<file path="config.mk">
export PLATFORM = sky130hd
export DESIGN_NAME = pep_regf_rd_arb
export DESIGN_NICKNAME = d
export VERILOG_FILES = /design/src/rtl/pep_regf_rd_arb.sv
export SDC_FILE = /design/constraint.sdc
export NUM_CORES = 1
export LEC_CHECK = 0
export BUFFER_PORTS_ARGS = -buffer_cell sky130_fd_sc_hd__buf_2
export CAP_MARGIN = 0
export CORE_AREA = 2 2 146 148
export CTS_BUF_LIST = sky130_fd_sc_hd__clkbuf_2
export DETAILED_ROUTE_END_ITERATION = 12
export DIE_AREA = 0 0 148 150
export GPL_ROUTABILITY_DRIVEN = 0
export PLACE_DENSITY_LB_ADDON = 0.25
export SYNTH_ARGS = -nofsm -noshare
export SYNTH_HDL_FRONTEND = slang
export SYNTH_SLANG_ARGS = --single-unit
</file>
<file path="constraint.sdc">
create_clock -name clk -period 6 [get_ports clk]
set_clock_uncertainty 0.05 [all_clocks]
set_input_delay 0.6 -clock clk [delete_from_list [all_inputs] [get_ports clk]]
set_output_delay 0.6 -clock clk [all_outputs]
set_load 0.01 [all_outputs]
</file>
<file path="src/rtl/pep_regf_rd_arb.sv">
// Round-robin arbiter sharing the PE regfile read port between NREQ requesters.
// Tracks the owner of each accepted request and steers returned data back to it.
module pep_regf_rd_arb #(
    parameter int NREQ          = 2,
    parameter int REGF_RD_REQ_W = 32,
    parameter int REGF_COEF_NB  = 4,
    parameter int MOD_Q_W       = 32,
    parameter int OUTST_DEPTH   = 4
) (
    input  logic                                       clk,
    input  logic                                       a_rst_n,
    input  logic [NREQ-1:0]                            req_vld,
    output logic [NREQ-1:0]                            req_rdy,
    input  logic [NREQ-1:0][REGF_RD_REQ_W-1:0]         req,
    output logic                                       regf_rd_req_vld,
    input  logic                                       regf_rd_req_rdy,
    output logic [REGF_RD_REQ_W-1:0]                   regf_rd_req,
    input  logic [REGF_COEF_NB-1:0]                    regf_rd_data_avail,
    input  logic [REGF_COEF_NB-1:0][MOD_Q_W-1:0]       regf_rd_data,
    input  logic                                       regf_rd_last_word,
    input  logic                                       regf_rd_is_body,
    input  logic                                       regf_rd_last_mask,
    output logic [NREQ-1:0][REGF_COEF_NB-1:0]          rd_data_avail,
    output logic [REGF_COEF_NB-1:0][MOD_Q_W-1:0]       rd_data,
    output logic                                       rd_last_word,
    output logic                                       rd_is_body,
    output logic                                       rd_last_mask,
    output logic                                       err_unexp_data
);

    localparam int OWN_W = $clog2(NREQ);
    localparam int AW    = $clog2(OUTST_DEPTH);
    localparam int CW    = AW + 1;

    logic                     r_slot_vld;
    logic [REGF_RD_REQ_W-1:0] r_slot_req;
    logic [OWN_W-1:0]         r_slot_owner;
    logic [OWN_W-1:0]         r_rr_ptr;

    logic [OWN_W-1:0]         r_owner_mem [OUTST_DEPTH];
    logic [AW-1:0]            r_wr_ptr;
    logic [AW-1:0]            r_rd_ptr;
    logic [CW-1:0]            r_cnt;

    logic [NREQ-1:0][REGF_COEF_NB-1:0]    r_rd_data_avail;
    logic [REGF_COEF_NB-1:0][MOD_Q_W-1:0] r_rd_data;
    logic                                 r_rd_last_word;
    logic                                 r_rd_is_body;
    logic                                 r_rd_last_mask;
    logic                                 r_err;

    logic                              w_gnt_found;
    logic [OWN_W-1:0]                  w_gnt_idx;
    logic [OWN_W-1:0]                  w_scan;
    logic                              w_can_grant;
    logic                              w_grant;
    logic                              w_push;
    logic                              w_pop;
    logic                              w_empty;
    logic [OWN_W-1:0]                  w_head;
    logic [NREQ-1:0][REGF_COEF_NB-1:0] w_steer;

    // NOTE: every signal driven here gets a default before any conditional
    // assignment, so no path leaves it unassigned and no latch is inferred.
    always_comb begin
        w_gnt_found = 1'b0;
        w_gnt_idx   = '0;
        w_scan      = '0;
        for (int k = 0; k < NREQ; k++) begin
            w_scan = OWN_W'((int'(r_rr_ptr) + k) % NREQ);
            if (!w_gnt_found && req_vld[w_scan]) begin
                w_gnt_found = 1'b1;
                w_gnt_idx   = w_scan;
            end
        end
    end

    // Reset gates the grant so req_rdy is low the moment reset asserts.
    assign w_can_grant = a_rst_n && !r_slot_vld && (r_cnt < CW'(OUTST_DEPTH));
    assign w_grant     = w_can_grant && w_gnt_found;

    always_comb begin
        req_rdy = '0;
        if (w_grant) req_rdy[w_gnt_idx] = 1'b1;
    end

    assign w_push  = r_slot_vld && regf_rd_req_rdy;
    assign w_empty = (r_cnt == '0);
    assign w_pop   = regf_rd_data_avail[0] && regf_rd_last_word && !w_empty;
    assign w_head  = r_owner_mem[r_rd_ptr];

    always_comb begin
        w_steer = '0;
        if (!w_empty) w_steer[w_head] = regf_rd_data_avail;
    end

    // NOTE: state registers use non-blocking assignments so every flop samples
    // the pre-edge values regardless of statement order.
    always_ff @(posedge clk or negedge a_rst_n) begin
        if (!a_rst_n) begin
            r_slot_vld   <= 1'b0;
            r_slot_req   <= '0;
            r_slot_owner <= '0;
            r_rr_ptr     <= '0;
        end else begin
            if (w_push) r_slot_vld <= 1'b0;
            if (w_grant) begin
                r_slot_vld   <= 1'b1;
                r_slot_req   <= req[w_gnt_idx];
                r_slot_owner <= w_gnt_idx;
                r_rr_ptr     <= (w_gnt_idx == OWN_W'(NREQ - 1)) ? '0 : w_gnt_idx + OWN_W'(1);
            end
        end
    end

    // NOTE: the owner storage has no reset; pointers and count are reset, so
    // stale entries are never read.
    always_ff @(posedge clk) begin
        if (w_push) r_owner_mem[r_wr_ptr] <= r_slot_owner;
    end

    // A pop always reads the old head; a concurrent push writes the tail.
    always_ff @(posedge clk or negedge a_rst_n) begin
        if (!a_rst_n) begin
            r_wr_ptr <= '0;
            r_rd_ptr <= '0;
            r_cnt    <= '0;
        end else begin
            if (w_push) r_wr_ptr <= r_wr_ptr + AW'(1);
            if (w_pop)  r_rd_ptr <= r_rd_ptr + AW'(1);
            r_cnt <= r_cnt + CW'(w_push) - CW'(w_pop);
        end
    end

    always_ff @(posedge clk or negedge a_rst_n) begin
        if (!a_rst_n) begin
            r_rd_data_avail <= '0;
            r_rd_data       <= '0;
            r_rd_last_word  <= 1'b0;
            r_rd_is_body    <= 1'b0;
            r_rd_last_mask  <= 1'b0;
            r_err           <= 1'b0;
        end else begin
            r_rd_data_avail <= w_steer;
            r_rd_data       <= regf_rd_data;
            r_rd_last_word  <= regf_rd_last_word;
            r_rd_is_body    <= regf_rd_is_body;
            r_rd_last_mask  <= regf_rd_last_mask;
            r_err           <= r_err || (w_empty && (|regf_rd_data_avail));
        end
    end

    assign regf_rd_req_vld = r_slot_vld;
    assign regf_rd_req     = r_slot_req;
    assign rd_data_avail   = r_rd_data_avail;
    assign rd_data         = r_rd_data;
    assign rd_last_word    = r_rd_last_word;
    assign rd_is_body      = r_rd_is_body;
    assign rd_last_mask    = r_rd_last_mask;
    assign err_unexp_data  = r_err;

endmodule

</file>
==> results summary <==
The flow ran to the end, and the final reports show no timing, DRC or antenna violations. In the post-synthesis netlist, the biggest area contributors are sky130_fd_sc_hd__dfrtp_1 76%, sky130_fd_sc_hd__a221o_1 5.4%, sky130_fd_sc_hd__nor3_2 4.9%, sky130_fd_sc_hd__nand2_1 2.1%, sky130_fd_sc_hd__edfxtp_1 2.0%. For the final routed database, the setup TNS stands at 0 ps. Static timing analysis puts the maximum clock frequency at 0.281 GHz. The synthesized design spends more area on one cell type than any other, namely sky130_fd_sc_hd__dfrtp_1. The final-layout worst hold slack is 152 ps. The normalized max-slew margin came out at 51.3%. The cell with the most instances after synthesis is sky130_fd_sc_hd__dfrtp_1. The register area share after synthesis is 78.5%. The count of pins over their slew limit is 0. The areal power density over the cells is 304 nW/um^2. The CTS buffer count is 17. Of the cells placed in the final design, the portion with a size suffix greater than 1 is 49.1%. The site row count is 53. The post-synthesis async set-or-reset flop share came out at 97.8%. The slew at the pin closest to its max-slew limit came out at 730 ps. The slowest stage of the critical path is the sky130_fd_sc_hd__dlygate4sd3_1 cell. The critical path data arrival time is 2910 ps. The worst path buffer plus inverter count came out at 4. Overall power consumption after layout is estimated at 3.06 mW. The detail route stage leaves a number of antenna-violating nets equal to 0. The number of warning messages in the yosys log is 0. For the worst setup path, the data required time is 5350 ps. For this design the static power due to leakage is 5.04 nW. In this run the tool buffered the top-level ports with 378 buffer cells. The timing endpoint of the critical path is req_rdy[1].

Walking the worst path, the cells encountered are dlygate4sd3_1 > clkbuf_8 > or3b_2 > buf_4 > nor3b_2 > buf_2. For this block, the initial DRC count from the detailed router was 118. The register-to-register path setup slack is 3490 ps.

After detailed routing, the number of remaining DRC violations is 0. The worst path uses 59.3% of the clock period. Summing every instance area after synthesis gives 5960 sq um.

The via count of the first global-routing pass was 5295. The placed wire-length estimate after detailed placement came out at 13900 um. In the synthesized netlist the dominant register cell turns out to be sky130_fd_sc_hd__dfrtp_1.

The total number of vias is 5015. The synthesized instance count is 353. The maximum number of buffers from clock root to sink is 2.

The area fraction of the dominant cell type after synthesis is 76.5%. The count of final hold-check violations was 0. The clock insertion delay at the later pin of the skew report came out at 730 ps. The overall routed net length came out at 19800 um. The aggregate global routing overflow is 0. Tracing the worst setup path back leads to its startpoint at a_rst_n. The depth of the CTS H-tree is 4. In this run the critical register-to-register path is launched from r_cnt[2]. Global routing used 17.3% of the available tracks. Synthesis instantiated 30 different standard cells from the library.

STA classifies the critical path startpoint as an input port. The initial utilization of the core area, before any placement, comes to 28.8%. Clock-pin slew was measured on the worst setup and hold paths at 310 ps.

The worst setup path is captured at an output port. The number of endpoints failing setup at the final stage is 0. The number of antenna violations at the first check in global routing is 4. The worst register-to-register path ends at r_cnt[2]. The pin count of the biggest net entering global routing is 69. The iteration count of the initial detailed-routing pass came out at 4. The die extent in y is 150 um. Max-cap violations in this run came to 0. The cell count after placement is 993.

TritonCTS built the clock tree. The setup path with the least slack is of type input port to output port. The area added between synthesis and finish is 69.2%. The final core utilization came out at 48.7%. The number of setup buffers added after CTS is 0. The placeable core area is 20700 sq um.

The number of filler cells placed in the layout is 1864. The post-synth net total came out at 564. For this run, the post-layout net count is 1117. The first global-routing pass estimated 29100 um of wire. The cell depth of the worst setup path is 6. After synthesis, the mean cell area works out to 16.9 sq um.

For this design the top-level I/O count stands at 379. In this run, synthesis produced a sequential element count of 186. The delay of the slowest critical-path stage came out at 570 ps. Dividing the detail-routed wire length by the instance count gives 16.5 um. Yosys mapped a number of flops with a built-in enable equal to 4.

The width of the die came out at 148 um. The cell count of the worst reg-to-reg path is 8. The final standard cell count with taps included and fillers excluded is 1199. The maximum resistive drop on vdd is 0.214 mV. Setup repair after global routing left no endpoint under its margin. In this run the worst hold path is classified as input port to flip-flop. CTS saw 186 sinks. In this run the clock root is driven by a sky130_fd_sc_hd__clkbuf_2.

By count the netlist is led by 182 x sky130_fd_sc_hd__dfrtp_1, 34 x sky130_fd_sc_hd__nand2_1, 32 x sky130_fd_sc_hd__a221o_1. The maximum fanout along the worst path is 68. The smallest clock period supported by the final layout is computed as 3560 ps. The average vias per placed instance came out at 4.18. The die covers 22200 sq um. The cell family contributing the most delay on the critical path is buffers and inverters.
## worst min path at each step
stage,startpoint,endpoint,slack [ps],cells after the start
finish,req[41],regf_rd_req[9],150,4
global route,req[36],regf_rd_req[4],50,4
CTS,req[41],regf_rd_req[9],40,4
detailed placement,err_unexp_data,err_unexp_data,430,1
global placement,err_unexp_data,err_unexp_data,420,1
floorplan,a_rst_n,err_unexp_data,250,0
## where the power goes
group / leakage (nW) / internal, mW / switching, mW
logic: 2.70 / 0.411 / 0.415
registers: 2.19 / 1.46 / 0.126
clock network: 0.152 / 0.145 / 0.504
## metal layers
| metal | up-vias | track usage [%] | routed length, um |
|---|---|---|---|
| met1 | 2429 | 20.2 | 7540 |
| met4 | 0 | 6.48 | 354 |
| met5 | - | 0 | 0 |
| li1 | 2326 | - | - |
| met2 | 238 | 30.3 | 10400 |
| met3 | 22 | 4.97 | 1440 |
## layout by cell type, fill, tap and decap left out
cell / instances
sky130_fd_sc_hd__inv_6: 4
sky130_fd_sc_hd__buf_2: 377
sky130_fd_sc_hd__nor2b_4: 1
sky130_fd_sc_hd__diode_2: 5
sky130_fd_sc_hd__o21bai_1: 1
sky130_fd_sc_hd__clkinv_8: 4
sky130_fd_sc_hd__dfrtp_1: 182
sky130_fd_sc_hd__mux4_2: 1
sky130_fd_sc_hd__a221o_1: 32
sky130_fd_sc_hd__nor4_1: 1
sky130_fd_sc_hd__o21ai_0: 1
sky130_fd_sc_hd__or3b_2: 1
sky130_fd_sc_hd__fa_1: 1
sky130_fd_sc_hd__and2_1: 4
sky130_fd_sc_hd__buf_4: 6
sky130_fd_sc_hd__inv_1: 8
sky130_fd_sc_hd__clkbuf_2: 17
sky130_fd_sc_hd__inv_8: 3
sky130_fd_sc_hd__edfxtp_1: 4
sky130_fd_sc_hd__mux2_2: 1
sky130_fd_sc_hd__clkinv_4: 2
sky130_fd_sc_hd__clkbuf_8: 1
sky130_fd_sc_hd__nor3_2: 29
sky130_fd_sc_hd__o21ai_2: 1
sky130_fd_sc_hd__nand4_1: 1
sky130_fd_sc_hd__inv_12: 1
sky130_fd_sc_hd__xnor2_1: 4
sky130_fd_sc_hd__nand2_1: 34
sky130_fd_sc_hd__nor2_1: 1
sky130_fd_sc_hd__ha_1: 6
sky130_fd_sc_hd__and3_1: 10
sky130_fd_sc_hd__a21oi_1: 2
sky130_fd_sc_hd__or3_1: 1
sky130_fd_sc_hd__nor3_1: 4
sky130_fd_sc_hd__clkinv_1: 1
sky130_fd_sc_hd__nor3b_2: 2
sky130_fd_sc_hd__dlygate4sd3_1: 169
sky130_fd_sc_hd__xor2_1: 1
## area by class of cell
type	count	area [sq um]	share of cell area [%]
Clock inverter	15	171	1.70
Multi-Input combinational cell	140	1120	11.1
Antenna cell	5	12.5	0.124
Sequential cell	186	4670	46.4
Tap cell	275	344	3.42
Timing Repair Buffer	553	3640	36.1
Clock buffer	17	85.1	0.845
Inverter	8	30.0	0.298
## registers in the layout, indices dropped and copies added, names as in the netlist, 2 cells and up
| name | count |
|---|---|
| rd_data | 128 |
| regf_rd_req | 32 |
| rd_data_avail | 8 |
| r_owner_mem | 4 |
| r_cnt | 3 |
| r_rd_ptr | 2 |
| r_wr_ptr | 2 |
## per-stage QoR
step	cell area, sq um	setup slack [ps]
floorplan	5960	3710
global placement	8110	3000
detailed placement	8110	3000
CTS	10100	2390
global route	10100	2290
finish	10100	2440
## worst reg2reg max path, cell delays in order, from the launching register on
cell and delay (ps):
sky130_fd_sc_hd__dfrtp_1 550, sky130_fd_sc_hd__or3_1 440, sky130_fd_sc_hd__and3_1 250, sky130_fd_sc_hd__ha_1 280
sky130_fd_sc_hd__inv_1 40, sky130_fd_sc_hd__ha_1 190, sky130_fd_sc_hd__fa_1 380, sky130_fd_sc_hd__xnor2_1 180
sky130_fd_sc_hd__xnor2_1 130
## cells by family after synthesis
| logic type | Yosys count | synth area share (%) |
|---|---|---|
| AO/OA/AOI/OAI | 37 | 5.84 |
| XOR/XNOR | 5 | 0.735 |
| adder cells (fa/ha/maj) | 7 | 1.60 |
| buffers and inverters | 27 | 2.90 |
| flip-flops | 186 | 78.5 |
| multiplexers | 2 | 0.567 |
| AND/OR/NAND/NOR | 89 | 9.87 |
## repair_timing
item | in CTS | in global routing
hold buffers | 169 | 0
gates resized for setup | 0 | 0
endpoints found under the hold margin | 239 | 0
endpoints found under the setup margin | 0 | 0
Note: power is estimated with default switching activity, not from simulation.
